<file path="src/rtl/div_unit.sv">
// Iterative radix-2 restoring divider for DIV/DIVU in the EX stage.
// Produces {remainder, quotient} after WIDTH iterations; divide-by-zero short-circuits to zero.
module div_unit #(
  parameter int WIDTH = 32,
  parameter int CNT_W = 6
) (
  input  logic                 clk,
  input  logic                 rst,
  input  logic                 signed_div_i,
  input  logic [WIDTH-1:0]     opdata1_i,
  input  logic [WIDTH-1:0]     opdata2_i,
  input  logic                 start_i,
  input  logic                 annul_i,
  output logic [2*WIDTH-1:0]   result_o,
  output logic                 ready_o
);

  typedef enum logic [1:0] {FREE, BYZERO, ON, END} state_t;

  state_t             state, state_n;
  logic [CNT_W-1:0]   cnt, cnt_n;
  logic [WIDTH-1:0]   quot, quot_n;
  logic [WIDTH:0]     rem, rem_n;
  logic [WIDTH-1:0]   divisor, divisor_n;
  logic               s1, s1_n, s2, s2_n;
  logic [2*WIDTH-1:0] result_n;
  logic               ready_n;

  logic [WIDTH:0]     rem_shift, rem_diff, rem_iter;
  logic [WIDTH-1:0]   quot_iter;
  logic               fits;

  function automatic logic [WIDTH-1:0] negate(input logic [WIDTH-1:0] x);
    return '0 - x;
  endfunction

  // Two's complement magnitude; the most negative value maps onto itself, which is
  // exactly the unsigned magnitude needed by the restoring loop.
  function automatic logic [WIDTH-1:0] magnitude(input logic signed [WIDTH-1:0] x);
    return x[WIDTH-1] ? negate(x) : x;
  endfunction

  always_comb begin
    rem_shift = {rem[WIDTH-1:0], quot[WIDTH-1]};
    rem_diff  = rem_shift - {1'b0, divisor};
    fits      = (rem_shift >= {1'b0, divisor});
    rem_iter  = fits ? rem_diff : rem_shift;
    quot_iter = {quot[WIDTH-2:0], fits};
  end

  always_comb begin
    state_n   = state;
    cnt_n     = cnt;
    quot_n    = quot;
    rem_n     = rem;
    divisor_n = divisor;
    s1_n      = s1;
    s2_n      = s2;
    result_n  = result_o;
    ready_n   = ready_o;
    case (state)
      FREE: begin
        ready_n  = 1'b0;
        result_n = '0;
        if (start_i && !annul_i) begin
          if (opdata2_i == '0) begin
            state_n = BYZERO;
          end else begin
            state_n = ON;
            rem_n   = '0;
            cnt_n   = '0;
            if (signed_div_i) begin
              quot_n    = magnitude(opdata1_i);
              divisor_n = magnitude(opdata2_i);
              s1_n      = opdata1_i[WIDTH-1];
              s2_n      = opdata2_i[WIDTH-1];
            end else begin
              quot_n    = opdata1_i;
              divisor_n = opdata2_i;
              s1_n      = 1'b0;
              s2_n      = 1'b0;
            end
          end
        end
      end
      BYZERO: begin
        state_n  = END;
        result_n = '0;
        ready_n  = 1'b1;
      end
      ON: begin
        // Losing start_i mid-division means EX no longer wants the result.
        if (annul_i || !start_i) begin
          state_n  = FREE;
          ready_n  = 1'b0;
          result_n = '0;
          cnt_n    = '0;
        end else begin
          rem_n  = rem_iter;
          quot_n = quot_iter;
          cnt_n  = cnt + CNT_W'(1);
          if (cnt == CNT_W'(WIDTH - 1)) begin
            result_n = {s1 ? negate(rem_iter[WIDTH-1:0]) : rem_iter[WIDTH-1:0],
                        (s1 ^ s2) ? negate(quot_iter) : quot_iter};
            ready_n  = 1'b1;
            state_n  = END;
          end
        end
      end
      END: begin
        if (!start_i) begin
          state_n  = FREE;
          ready_n  = 1'b0;
          result_n = '0;
        end
      end
      default: state_n = FREE;
    endcase
  end

  always_ff @(posedge clk or negedge rst) begin
    if (!rst) begin
      state    <= FREE;
      cnt      <= '0;
      quot     <= '0;
      rem      <= '0;
      divisor  <= '0;
      s1       <= 1'b0;
      s2       <= 1'b0;
      result_o <= '0;
      ready_o  <= 1'b0;
    end else begin
      state    <= state_n;
      cnt      <= cnt_n;
      quot     <= quot_n;
      rem      <= rem_n;
      divisor  <= divisor_n;
      s1       <= s1_n;
      s2       <= s2_n;
      result_o <= result_n;
      ready_o  <= ready_n;
    end
  end

endmodule
</file>
<file path="config.mk">
export PLATFORM = sky130hd
export DESIGN_NAME = div_unit
export DESIGN_NICKNAME = d
export VERILOG_FILES = /design/src/rtl/div_unit.sv
export SDC_FILE = /design/constraint.sdc
export NUM_CORES = 1
export LEC_CHECK = 0
export ABC_AREA = 0
export BUFFER_PORTS_ARGS = -buffer_cell sky130_fd_sc_hd__buf_2
export CORE_UTILIZATION = 55
export DETAILED_ROUTE_END_ITERATION = 12
export PLACE_DENSITY = 0.85
export SYNTH_ARGS = -nofsm -noshare
export SYNTH_HDL_FRONTEND = slang
export SYNTH_SLANG_ARGS = --single-unit
export TNS_END_PERCENT = 1
</file>
<file path="constraint.sdc">
create_clock -name clk -period 8.1 [get_ports clk]
set_clock_uncertainty 0.1 [all_clocks]
set_input_delay 1.215 -clock clk [delete_from_list [all_inputs] [get_ports clk]]
set_output_delay 1.215 -clock clk [all_outputs]
set_load 0.005 [all_outputs]
</file>
==> results.txt <==
- After synthesis, the share of cell area in mux cells is 1.76%.
- The synthesized design contains 171 register bits.
- Number of max-cap violations: 0
* Initial Util: 56.7%
- Number of diodes added for antenna fixing: 0
- Number of gates given a new drive strength after cts: 0
- After floorplanning, the core was divided into 53 placement rows.
- The filler cells instantiated in the layout total 1841.
- Share of the synthesized area in the top cell type: 35.5%
- Summed over all failing endpoints, the final setup total negative slack is 0 ns.
- Summing the areas of all and, or, nand and nor instances in the mapped netlist gives 20.5% of the synthesized area.
- First-pass GRT wire length: ~54 mm
- After detailed routing, the total wire length is between 30 and 40 mm.
- Power per unit of standard cell area: 293 nW/um^2
- The setup path with the least slack is of type flip-flop to flip-flop.
- For this run, the leading register cell type out of synthesis is sky130_fd_sc_hd__dfrtp_1.
- Cell with the most instances after synthesis: sky130_fd_sc_hd__nand2_1
- Of all flip-flops after synthesis, the portion carrying an async set or reset was 100%.
- Die span in x: 150 um
- Footprint of the multi-input gates: slightly above 7000 um^2
* Area added between synthesis and finish: 11.0%
- The run finished with clean final reports.
* Die extent in y: 150 um
- The via count of the first global-routing pass came to 10700.
- HPWL after detailed placement: 24.2 mm
- 134 I/O pins were placed.
* Initial antenna violation count: 0
* Number of buffers inserted during clock tree synthesis: 17
- Sequential cell area: 4280 um^2
* Unique cell type count in the Yosys netlist: 83
* Post-route ant nets: 0
- Setup violations remaining at the end of the flow were counted as 0.
- The core region is 21200 um^2.
* Final RePlAce weighted congestion: 0.943
* Area contributors post-synth: sky130_fd_sc_hd__dfrtp_1 (36%), sky130_fd_sc_hd__o21ai_0 (7.4%), sky130_fd_sc_hd__nand2_1 (6.5%), sky130_fd_sc_hd__a21oi_1 (6.0%), sky130_fd_sc_hd__xnor2_1 (5.5%)
* Final std cell area, no fill: 13400 um^2
- Largest vdd supply drop: roughly 160 uV
- Cell area after placement: 12800 um^2
* Final Cycle Share: 72.0%
* Setup repair after global routing missed its margin: no
- Count of routing violations after the opening detailed-route iteration: 840
- Net count, final: approximately 1700
- After clock tree synthesis, the clock-pin slew on the worst setup and hold paths is 0.07 ns.
- The number of setup buffers added after CTS is 0.
- Max Slew Vio Count: 0
- The hold violation total from the final report came to 0.
* Arrival time at the worst endpoint: 6.06 ns
- Buffer levels on the longest clock path: 2
* Largest net degree at the start of global routing: slightly above 100
- The path class of the tightest hold or removal check is flip-flop to flip-flop.
* Endpoint type of the worst setup path: flip-flop
* Via/cell ratio: 6.12
- For this run, the total global-route usage over all layers was measured as 30.4%.
- In the final routed layout, each cell accounts on average for roughly 18 um.
- The worst path needs 5.84 ns of the cycle, external delays included.
- Input/output buffers: 133
* Area fraction in compound gates after synthesis: 22.9%
- Residual DRC: 0
- Worst Max-Slew Pin Slew: about 1.2 ns
* F_max: 0.171 GHz
- Summed instance area of the synthesized netlist: ~12000 um^2
- Global routing finished with a remaining overflow of 0.
- Cell taking the most area after synthesis: sky130_fd_sc_hd__dfrtp_1
- Area enclosed by the die boundary: 22500 um^2
* Clock Sink Count: 171
* Sequential cell area fraction in the yosys report: 35.5%
- Of all nets on the critical path, the largest fanout is 56.
* H-tree depth reported by CTS: 4
* Share of post-route cells with drive strength above 1: 12.9%
- Counting every instance in the synthesized netlist gives 1486.
- In this run, post-CTS hold repair placed 0 buffers.
- Summing over every cut layer, the via total after detailed routing is between 10000 and 15000.
- Leakage: 6.06 nW
- Latest clock arrival within the worst-skew pair: between 0.4 and 0.5 ns
- TritonRoute pass-1 iters: 7
- The average instance in the mapped netlist occupies 8.10 um^2.
* Xor-xnor portion of the synthesized cell area: 9.82%
* Kind of launch point of the worst setup path: flip-flop
- Max-Slew Margin vs Limit: approximately 18%
* Dominant combinational cell family by area after synthesis: compound AO/OA/AOI/OAI gates
- At the worst endpoint, the required time is about 8.3 ns.
* Count of flip-flops with a built-in enable after synthesis: 0
- Synthesis produced a netlist with a net count of 1597.
* Most frequent cells after synthesis: sky130_fd_sc_hd__nand2_1 (208), sky130_fd_sc_hd__o21ai_0 (179), sky130_fd_sc_hd__dfrtp_1 (171)
- Clock tree from TritonCTS: done
* Adder-cell share of the synthesized area: 4.43%
- Yosys warning count: 0
* Clock root buffer master: sky130_fd_sc_hd__clkbuf_16
routing by layer:
layer  wire length, um  global-route usage, %  vias to the layer above  share of wire (%)
met1             14600                   41.8                     5458                 44
li1                  -                      -                     5430                  -
met4               896                   10.9                        0                2.7
met2             15600                   49.0                      412                 47
met3              1930                   4.05                       73                5.8
met5                 0                      0                        -                  0
final timing paths:
check,startpoint,slack (ns),end,depth (start not counted)
min,result_o[26]$_DFFE_PN0P_,0.38,result_o[26]$_DFFE_PN0P_,2
max reg2reg,rem[18]$_DFFE_PN0P_,2.26,result_o[60]$_DFFE_PN0P_,19
min reg2reg,result_o[26]$_DFFE_PN0P_,0.38,result_o[26]$_DFFE_PN0P_,2
min in group asynchronous,rst,0.77,quot[25]$_DFFE_PN0P_,1
max,rem[18]$_DFFE_PN0P_,2.26,result_o[60]$_DFFE_PN0P_,19
max in group asynchronous,rst,5.65,rem[18]$_DFFE_PN0P_,2
cells by family after synthesis:
group                      after synthesis
muxes                                   21
AOI/OAI and AO/OA                      467
buffers and inverters                  137
and+or+nand+nor                        513
adders and majority gates               42
xor gates and xnor gates               135
DFF                                    171
layout by cell type, fill, tap and decap left out, drive strengths merged, types with 10 or more instances in the layout:
master,Yosys,final
o31ai,27,27
dfrtp,171,171
nand4,13,13
ha,41,41
a31oi,17,17
o21ai,190,190
xnor2,75,75
or3,20,20
xor2,60,60
nand2,208,208
a21oi,145,145
a22o,10,10
nor3,40,40
nor2,131,131
inv,60,69
buf,32,141
or4,12,12
nand3,18,18
clkbuf,44,17
nor4,17,17
mux2i,20,20
worst max-delay path, stage by stage (launching register included):
cell and delay, ns:
sky130_fd_sc_hd__dfrtp_1 0.41, sky130_fd_sc_hd__ha_1 0.52, sky130_fd_sc_hd__nand4_1 0.21, sky130_fd_sc_hd__nor3_2 0.28, sky130_fd_sc_hd__nand3_1 0.17, sky130_fd_sc_hd__a2111oi_2 0.43, sky130_fd_sc_hd__or3_4 0.67, sky130_fd_sc_hd__inv_1 0.09
sky130_fd_sc_hd__buf_4 0.28, sky130_fd_sc_hd__mux2i_1 0.27, sky130_fd_sc_hd__ha_1 0.23, sky130_fd_sc_hd__nand2_1 0.08, sky130_fd_sc_hd__or3_1 0.33, sky130_fd_sc_hd__nor2_1 0.12, sky130_fd_sc_hd__nor4b_1 0.26, sky130_fd_sc_hd__a31oi_1 0.17
sky130_fd_sc_hd__nor4_4 0.50, sky130_fd_sc_hd__a31oi_1 0.17, sky130_fd_sc_hd__xor2_1 0.17, sky130_fd_sc_hd__a22o_1 0.20
registers in the layout, indices dropped and copies added, names as in the netlist:
signal,cells
state,2
s2,1
divisor,32
rem,32
quot,32
cnt,6
ready_o,1
result_o,64
s1,1
where the power goes:
group	leakage [nW]	switching, mW	internal, mW
clock	0.292	0.399	0.442
sequential	2.25	0.181	1.02
combinational	3.52	1.19	0.684
total	6.06	1.77	2.15
layout make-up:
cell class,instances,area share [%]
clock buffer,17,3.19
sequential,171,32.0
tap,275,2.58
timing repair buffer,141,5.48
inverter,61,1.71
multi-input combinational,1178,53.7
clock inverter,15,1.29
through the flow:
stage	power, mW	hold slack, ns	utilization, %	cells	setup slack [ns]
finish	3.92	0.378	62.9	1858	2.26
global route	4.19	0.408	62.9	1858	1.89
CTS	3.90	0.384	62.9	1858	2.43
detailed placement	3.05	0.366	60.1	1826	2.44
global placement	2.99	0.357	60.1	1826	2.58
floorplan	2.58	0.350	-	1486	3.09
Note: power is estimated with default switching activity, not from simulation.
